<file path="config.mk">
export PLATFORM = sky130hd
export DESIGN_NAME = ones_stream_tx_flat
export DESIGN_NICKNAME = d
export VERILOG_FILES = /design/src/rtl/ones_link_pkg.sv /design/src/rtl/ones_stream_tx_if.sv /design/src/rtl/ones_mod_counter.sv /design/src/rtl/ones_stream_tx.sv /design/src/flat_wrapper.sv
export SDC_FILE = /design/constraint.sdc
export NUM_CORES = 1
export LEC_CHECK = 0
export ABC_AREA = 0
export CAP_MARGIN = 30
export CORE_ASPECT_RATIO = 1.1
export CORE_MARGIN = 2
export CORE_UTILIZATION = 46
export DETAILED_ROUTE_END_ITERATION = 7
export GPL_ROUTABILITY_DRIVEN = 0
export PLACE_DENSITY = 0.72
export SLEW_MARGIN = 30
export SYNTH_ARGS = -nofsm -noshare
export SYNTH_HDL_FRONTEND = slang
export SYNTH_SLANG_ARGS = --single-unit
</file>
<file path="constraint.sdc">
create_clock -name clk -period 2.2 [get_ports clk]
set_clock_uncertainty 0.05 [all_clocks]
set_input_delay 0.44 -clock clk [delete_from_list [all_inputs] [get_ports clk]]
set_output_delay 0.44 -clock clk [all_outputs]
set_load 0.05 [all_outputs]
</file>
<file path="src/rtl/ones_link_pkg.sv">
// Shared types and helpers for the ones-counting serial link (transmit and receive sides).
package ones_link_pkg;

    localparam int ONES_TX_WIDTH = 8;
    localparam int ONES_TX_MOD   = 4;

    typedef enum logic [1:0] {
        IDLE   = 2'd0,
        SHIFT  = 2'd1,
        PARITY = 2'd2
    } ones_tx_state_t;

    // Even-parity bit for words up to 64 bits; callers zero-extend narrower words.
    function automatic logic parity_even(input logic [63:0] data);
        return ^data;
    endfunction

endpackage

</file>
<file path="src/rtl/ones_stream_tx_if.sv">
// Word handshake and serial line bundle between an upstream word source and ones_stream_tx.
interface ones_stream_tx_if #(
    parameter int WIDTH = 8,
    parameter int MOD   = 4
);
    logic [WIDTH-1:0]         data_in;
    logic                     valid;
    logic                     ready;
    logic                     dout;
    logic                     dout_valid;
    logic                     mark;
    logic [$clog2(MOD)-1:0]   ones_cnt;

    modport master (
        output data_in, valid,
        input  ready, dout, dout_valid, mark, ones_cnt
    );

    modport slave (
        input  data_in, valid,
        output ready, dout, dout_valid, mark, ones_cnt
    );
endinterface

</file>
<file path="src/rtl/ones_mod_counter.sv">
// Modulo-MOD accumulator with a registered wrap pulse; shared by the link's transmit and receive sides.
module ones_mod_counter
    import ones_link_pkg::*;
#(
    parameter int MOD = ONES_TX_MOD
) (
    input  logic                   clk,
    input  logic                   reset,
    input  logic                   inc_i,
    output logic                   wrap_o,
    output logic [$clog2(MOD)-1:0] count_o
);
    localparam int CW = $clog2(MOD);

    logic [CW-1:0] cnt_q, cnt_d;
    logic          wrap_q, wrap_d;

    always_comb begin
        cnt_d  = cnt_q;
        wrap_d = 1'b0;
        if (inc_i) begin
            if (cnt_q == CW'(MOD - 1)) begin
                cnt_d  = '0;
                wrap_d = 1'b1;
            end else begin
                cnt_d = cnt_q + CW'(1);
            end
        end
    end

    always_ff @(posedge clk or posedge reset) begin
        if (reset) begin
            cnt_q  <= '0;
            wrap_q <= 1'b0;
        end else begin
            cnt_q  <= cnt_d;
            wrap_q <= wrap_d;
        end
    end

    assign count_o = cnt_q;
    assign wrap_o  = wrap_q;

endmodule

</file>
<file path="src/rtl/ones_stream_tx.sv">
// MSB-first serial transmitter with a running ones count and mark on every MOD-th one.
// Define ONES_TX_PARITY_EN to append an even-parity bit after every word.
module ones_stream_tx
    import ones_link_pkg::*;
#(
    parameter int WIDTH = ONES_TX_WIDTH,
    parameter int MOD   = ONES_TX_MOD
) (
    input  logic            clk,
    input  logic            reset,
    ones_stream_tx_if.slave bus
);
    localparam int IW = $clog2(WIDTH + 1);

    ones_tx_state_t   state_q, state_d;
    logic [WIDTH-1:0] shreg_q, shreg_d;
    logic [IW-1:0]    idx_q, idx_d;
    logic             dout_q, dout_d;
    logic             dvalid_q, dvalid_d;
    logic             ready;
    logic             lastBit;
    logic             accept;
`ifdef ONES_TX_PARITY_EN
    logic             par_q, par_d;
`endif

    // idx_q counts bits already placed on the line, so WIDTH means the last data bit is showing.
    assign lastBit = (idx_q == IW'(WIDTH));
    assign accept  = bus.valid && ready;

    always_comb begin
        ready = 1'b0;
        case (state_q)
            IDLE:   ready = 1'b1;
`ifdef ONES_TX_PARITY_EN
            PARITY: ready = 1'b1;
`else
            SHIFT:  ready = lastBit;
`endif
            default: ready = 1'b0;
        endcase
    end

    // The MSB is registered at the accepting edge itself, which keeps back-to-back words gapless.
    always_comb begin
        state_d  = state_q;
        shreg_d  = shreg_q;
        idx_d    = idx_q;
        dout_d   = 1'b0;
        dvalid_d = 1'b0;
`ifdef ONES_TX_PARITY_EN
        par_d    = par_q;
`endif
        if (accept) begin
            state_d  = SHIFT;
            shreg_d  = bus.data_in << 1;
            idx_d    = IW'(1);
            dout_d   = bus.data_in[WIDTH-1];
            dvalid_d = 1'b1;
`ifdef ONES_TX_PARITY_EN
            par_d    = parity_even(64'(bus.data_in));
`endif
        end else begin
            case (state_q)
                SHIFT: begin
                    if (!lastBit) begin
                        dout_d   = shreg_q[WIDTH-1];
                        dvalid_d = 1'b1;
                        shreg_d  = shreg_q << 1;
                        idx_d    = idx_q + IW'(1);
                    end else begin
`ifdef ONES_TX_PARITY_EN
                        state_d  = PARITY;
                        dout_d   = par_q;
                        dvalid_d = 1'b1;
`else
                        state_d  = IDLE;
`endif
                    end
                end
`ifdef ONES_TX_PARITY_EN
                PARITY: state_d = IDLE;
`endif
                default: state_d = IDLE;
            endcase
        end
    end

    always_ff @(posedge clk or posedge reset) begin
        if (reset) begin
            state_q  <= IDLE;
            shreg_q  <= '0;
            idx_q    <= '0;
            dout_q   <= 1'b0;
            dvalid_q <= 1'b0;
`ifdef ONES_TX_PARITY_EN
            par_q    <= 1'b0;
`endif
        end else begin
            state_q  <= state_d;
            shreg_q  <= shreg_d;
            idx_q    <= idx_d;
            dout_q   <= dout_d;
            dvalid_q <= dvalid_d;
`ifdef ONES_TX_PARITY_EN
            par_q    <= par_d;
`endif
        end
    end

    // Counter advances on the same edge that registers the bit, so mark/ones_cnt align with dout.
    ones_mod_counter #(
        .MOD(MOD)
    ) u_counter (
        .clk     (clk),
        .reset   (reset),
        .inc_i   (dvalid_d & dout_d),
        .wrap_o  (bus.mark),
        .count_o (bus.ones_cnt)
    );

    assign bus.ready      = ready;
    assign bus.dout       = dout_q;
    assign bus.dout_valid = dvalid_q;

endmodule

</file>
<file path="src/flat_wrapper.sv">
// flat-port wrapper written by rule: the top's interface ports become plain ports
module ones_stream_tx_flat import ones_link_pkg::*;
#(
    parameter int WIDTH = ONES_TX_WIDTH,
    parameter int MOD   = ONES_TX_MOD
)
  (clk, reset, bus_data_in, bus_valid, bus_ready, bus_dout, bus_dout_valid, bus_mark, bus_ones_cnt);
  ones_stream_tx_if #(.WIDTH(WIDTH), .MOD(MOD)) bus_i ();
  input  logic clk;
  input  logic reset;
  input wire logic [$bits(bus_i.data_in)-1:0] bus_data_in;
  input wire logic [$bits(bus_i.valid)-1:0] bus_valid;
  output wire logic [$bits(bus_i.ready)-1:0] bus_ready;
  output wire logic [$bits(bus_i.dout)-1:0] bus_dout;
  output wire logic [$bits(bus_i.dout_valid)-1:0] bus_dout_valid;
  output wire logic [$bits(bus_i.mark)-1:0] bus_mark;
  output wire logic [$bits(bus_i.ones_cnt)-1:0] bus_ones_cnt;
  assign bus_i.data_in = bus_data_in;
  assign bus_i.valid = bus_valid;
  assign bus_ready = bus_i.ready;
  assign bus_dout = bus_i.dout;
  assign bus_dout_valid = bus_i.dout_valid;
  assign bus_mark = bus_i.mark;
  assign bus_ones_cnt = bus_i.ones_cnt;
  ones_stream_tx #(.WIDTH(WIDTH), .MOD(MOD)) u_core (.clk(clk), .reset(reset), .bus(bus_i));
endmodule
</file>
==> impl_metrics.toml <==
[status]
status = "finished, final reports clean"

[final_layout]
area_delta_synth_final_pct = 24.45
drive_gt1_share_pct = 11.65
diodes = 0
fin_nets = 118
nFillCells = 136
fin_cells = 130

[global_route]
track_usage_pct = 17.12
grt_pass1_wl_microns = 2946
antenna_found_initial = 0
met2_usage_pct = 25.93
use_met1_pct = 25.52
grtUsageMet3_pct = 2.158
top_usage_layer = "met2"
overflow = 0
grt_pass1_vias = 659
grt_max_degree = 18

[place]
dp.cells = 126
place_ws_ns = 0.2840
port_buffers = 16
hpwl_microns = 1209

[clocking]
clock_sinks = 17
path_clk_slew_ns = 0.11
h-tree-depth = 1
cts_buffers = 3
cts-root-buf = "clkbuf_4"
cts.repair.resized = 0
insertion_delay_ns = 0.28
cts_setup_buffers = 0
cts-hold-fix-buffers = 0
tritoncts = "done"
clockBufferDepth = 2

[setup_path]
cp-start-kind = "flop"
required_ns = 1.71
worstPathArrival_ns = 1.59
crit_fanout = 10
crit_path_end_kind = "output pin"
reg2regPathDepth = 5
path_class = "reg -> out"

[power]
peakVddDrop_mv = 0.7503
p_leak_nw = 0.5066
cellPowerDensity_nw_per_um2 = 1310

[floorplanning]
core_area_sq_um = 1822
dieWidth_microns = 46.43
num_io_pins = 17
fp-row-count = 16
dieArea_sq_um = 2353
die_y_microns = 50.67
start_util_pct = 50.00

[timing]
min_period_ns = 2.081
setup_violations = 0
rsz0062_at_grt = "false"
relSlewSlack_pct = 57.00
post-route-period-util_pct = 94.57
hold_slack_ns = 0.4719
slew_violations = 0
setup_ws_ns = 0.1194
setup_tns_ns = 0
final_hold_viol_count = 0
max_freq_mhz = 480.6
worst_pin_slew_ns = 0.6444

[yosys]
synth_top_family_by_area = "simple AND/OR/NAND/NOR gates"
syn_area_per_cell_sq_um = 10.59
yosysWarnings = 0
syn-cell-area_sq_um = 910.9
synth_mux_area_share_pct = 7.692
synthTopCellsByArea = "dfrtp_1 (47%), mux2i_1 (7.7%), nand3_1 (4.9%)"
ys_ff_latch = 17
synth_compound_area_share_pct = 15.93
synth_seq_area_share_pct = 46.70
synthAdderAreaFrac_pct = 4.121
yosys.area_share.simple_pct = 18.82
syn_nets = 100
yosysTopAreaCellShare_pct = 46.70
synthXorXnorAreaFrac_pct = 0.9615
synth_area_leader_cell = "dfrtp_1"
ys_types = 30
synthCells = 86

[route]
drt_wl_total_microns = 1707
viasPerCell = 5.331
wire_per_inst_microns = 13.13
drcViolationCount = 0
vias = 693
firstDrtPassIters = 4
drt_iter0_markers = 7
detail-route-antenna-nets = 0

[min_path]
whs_path_depth = 2
hold_class = "reg -> reg"

[flow_run]
maxCapViolCount = 0
-- per-stage QoR --
| stage | utilization (%) | instance area [sq um] | total power [mW] |
|---|---|---|---|
| after floorplan | - | 910.9 | 1.098 |
| after global placement | 60.71 | 1106 | 1.308 |
| after detailed placement | 60.71 | 1106 | 1.328 |
| after CTS | 62.23 | 1134 | 1.497 |
| after global routing | 62.23 | 1134 | 1.595 |
| final | 62.23 | 1134 | 1.485 |
-- worst max-delay path, stage by stage (launching register included) --
cell and delay [ns]:
dfrtp_1 0.42, inv_1 0.06, ha_1 0.22, and3b_4 0.22, nor2_8 0.16, inv_4 0.08
buf_12 0.15
-- logic make-up after synthesis --
logic type | Yosys count
AOI/OAI and AO/OA | 20
xor gates and xnor gates | 1
adders and majority gates | 3
buffers and inverters | 12
DFF | 17
muxes | 7
and+or+nand+nor | 26
-- synth_stat cells --
cell type  count
a211oi_1       1
a21boi_0       4
a21oi_1        1
a31oi_1        1
and3_1         1
and3b_4        1
buf_2          3
clkbuf_1       1
clkbuf_2       1
dfrtp_1       17
ha_1           3
inv_1          6
inv_4          1
mux2i_1        7
nand2_1        2
nand2b_1       2
nand3_1        9
nand3b_1       3
nand4_1        2
nand4b_1       1
nor2_1         2
nor2_8         1
nor2b_1        1
nor4bb_1       1
o211ai_1       1
o21ai_0        6
o22ai_1        3
o311ai_2       2
o31ai_1        1
xor2_1         1
-- layout by cell type (no fill, tap or decap), drive strengths merged, types with 2 or more instances in the layout --
cell and n:
dfrtp 17, clkdlybuf4s50 15, nand3 9, mux2i 7
inv 7, o21ai 6, a21boi 4, nand3b 3
o22ai 3, ha 3, clkbuf 3, nor2 3
buf 3, nand4 2, o311ai 2, nand2b 2
nand2 2
-- final timing paths --
| check | startpoint | to | slack, ns |
|---|---|---|---|
| max reg2reg | u_core.idx_q[0] | u_core.idx_q[0] | 0.56 |
| max | u_core.idx_q[0] | bus_ready | 0.12 |
| min | u_core.shreg_q[3] | u_core.shreg_q[4] | 0.47 |
| min in group asynchronous | reset | u_core.shreg_q[5] | 0.48 |
| min reg2reg | u_core.shreg_q[3] | u_core.shreg_q[4] | 0.47 |
| max in group asynchronous | reset | u_core.idx_q[3] | 1.20 |
-- per-layer routing --
| layer | routed length (microns) | vias up |
|---|---|---|
| li1 | - | 347 |
| met1 | 803 | 331 |
| met2 | 844 | 13 |
| met3 | 46 | 2 |
| met4 | 13 | 0 |
| met5 | 0 | - |
-- layout make-up --
cell class              count  area (sq um)  area share, %
well taps                  27         33.78          2.980
repair buffers             18         185.2          16.34
clock buffers               3         22.52          1.987
inverters                   7         28.78          2.539
clock inverters             1         5.005         0.4415
multi-input cells          57         432.9          38.19
flip-flops and latches     17         425.4          37.53
-- power by group --
group          total (mW)  leakage, nW  internal [mW]  switching (mW)
Sequential          0.531        0.212          0.428           0.103
Combinational       0.786        0.277          0.336           0.450
Clock               0.168       0.0177         0.0673           0.101
-- sequential cells by signal, summed over array words and instances (netlist names) --
| name | count |
|---|---|
| u_core.bus.dout | 1 |
| u_core.bus.dout_valid | 1 |
| u_core.idx_q | 4 |
| u_core.shreg_q | 7 |
| u_core.state_q | 1 |
| u_core.u_counter.count_o | 2 |
| u_core.u_counter.wrap_o | 1 |
Power figures use the tool's default switching activity.
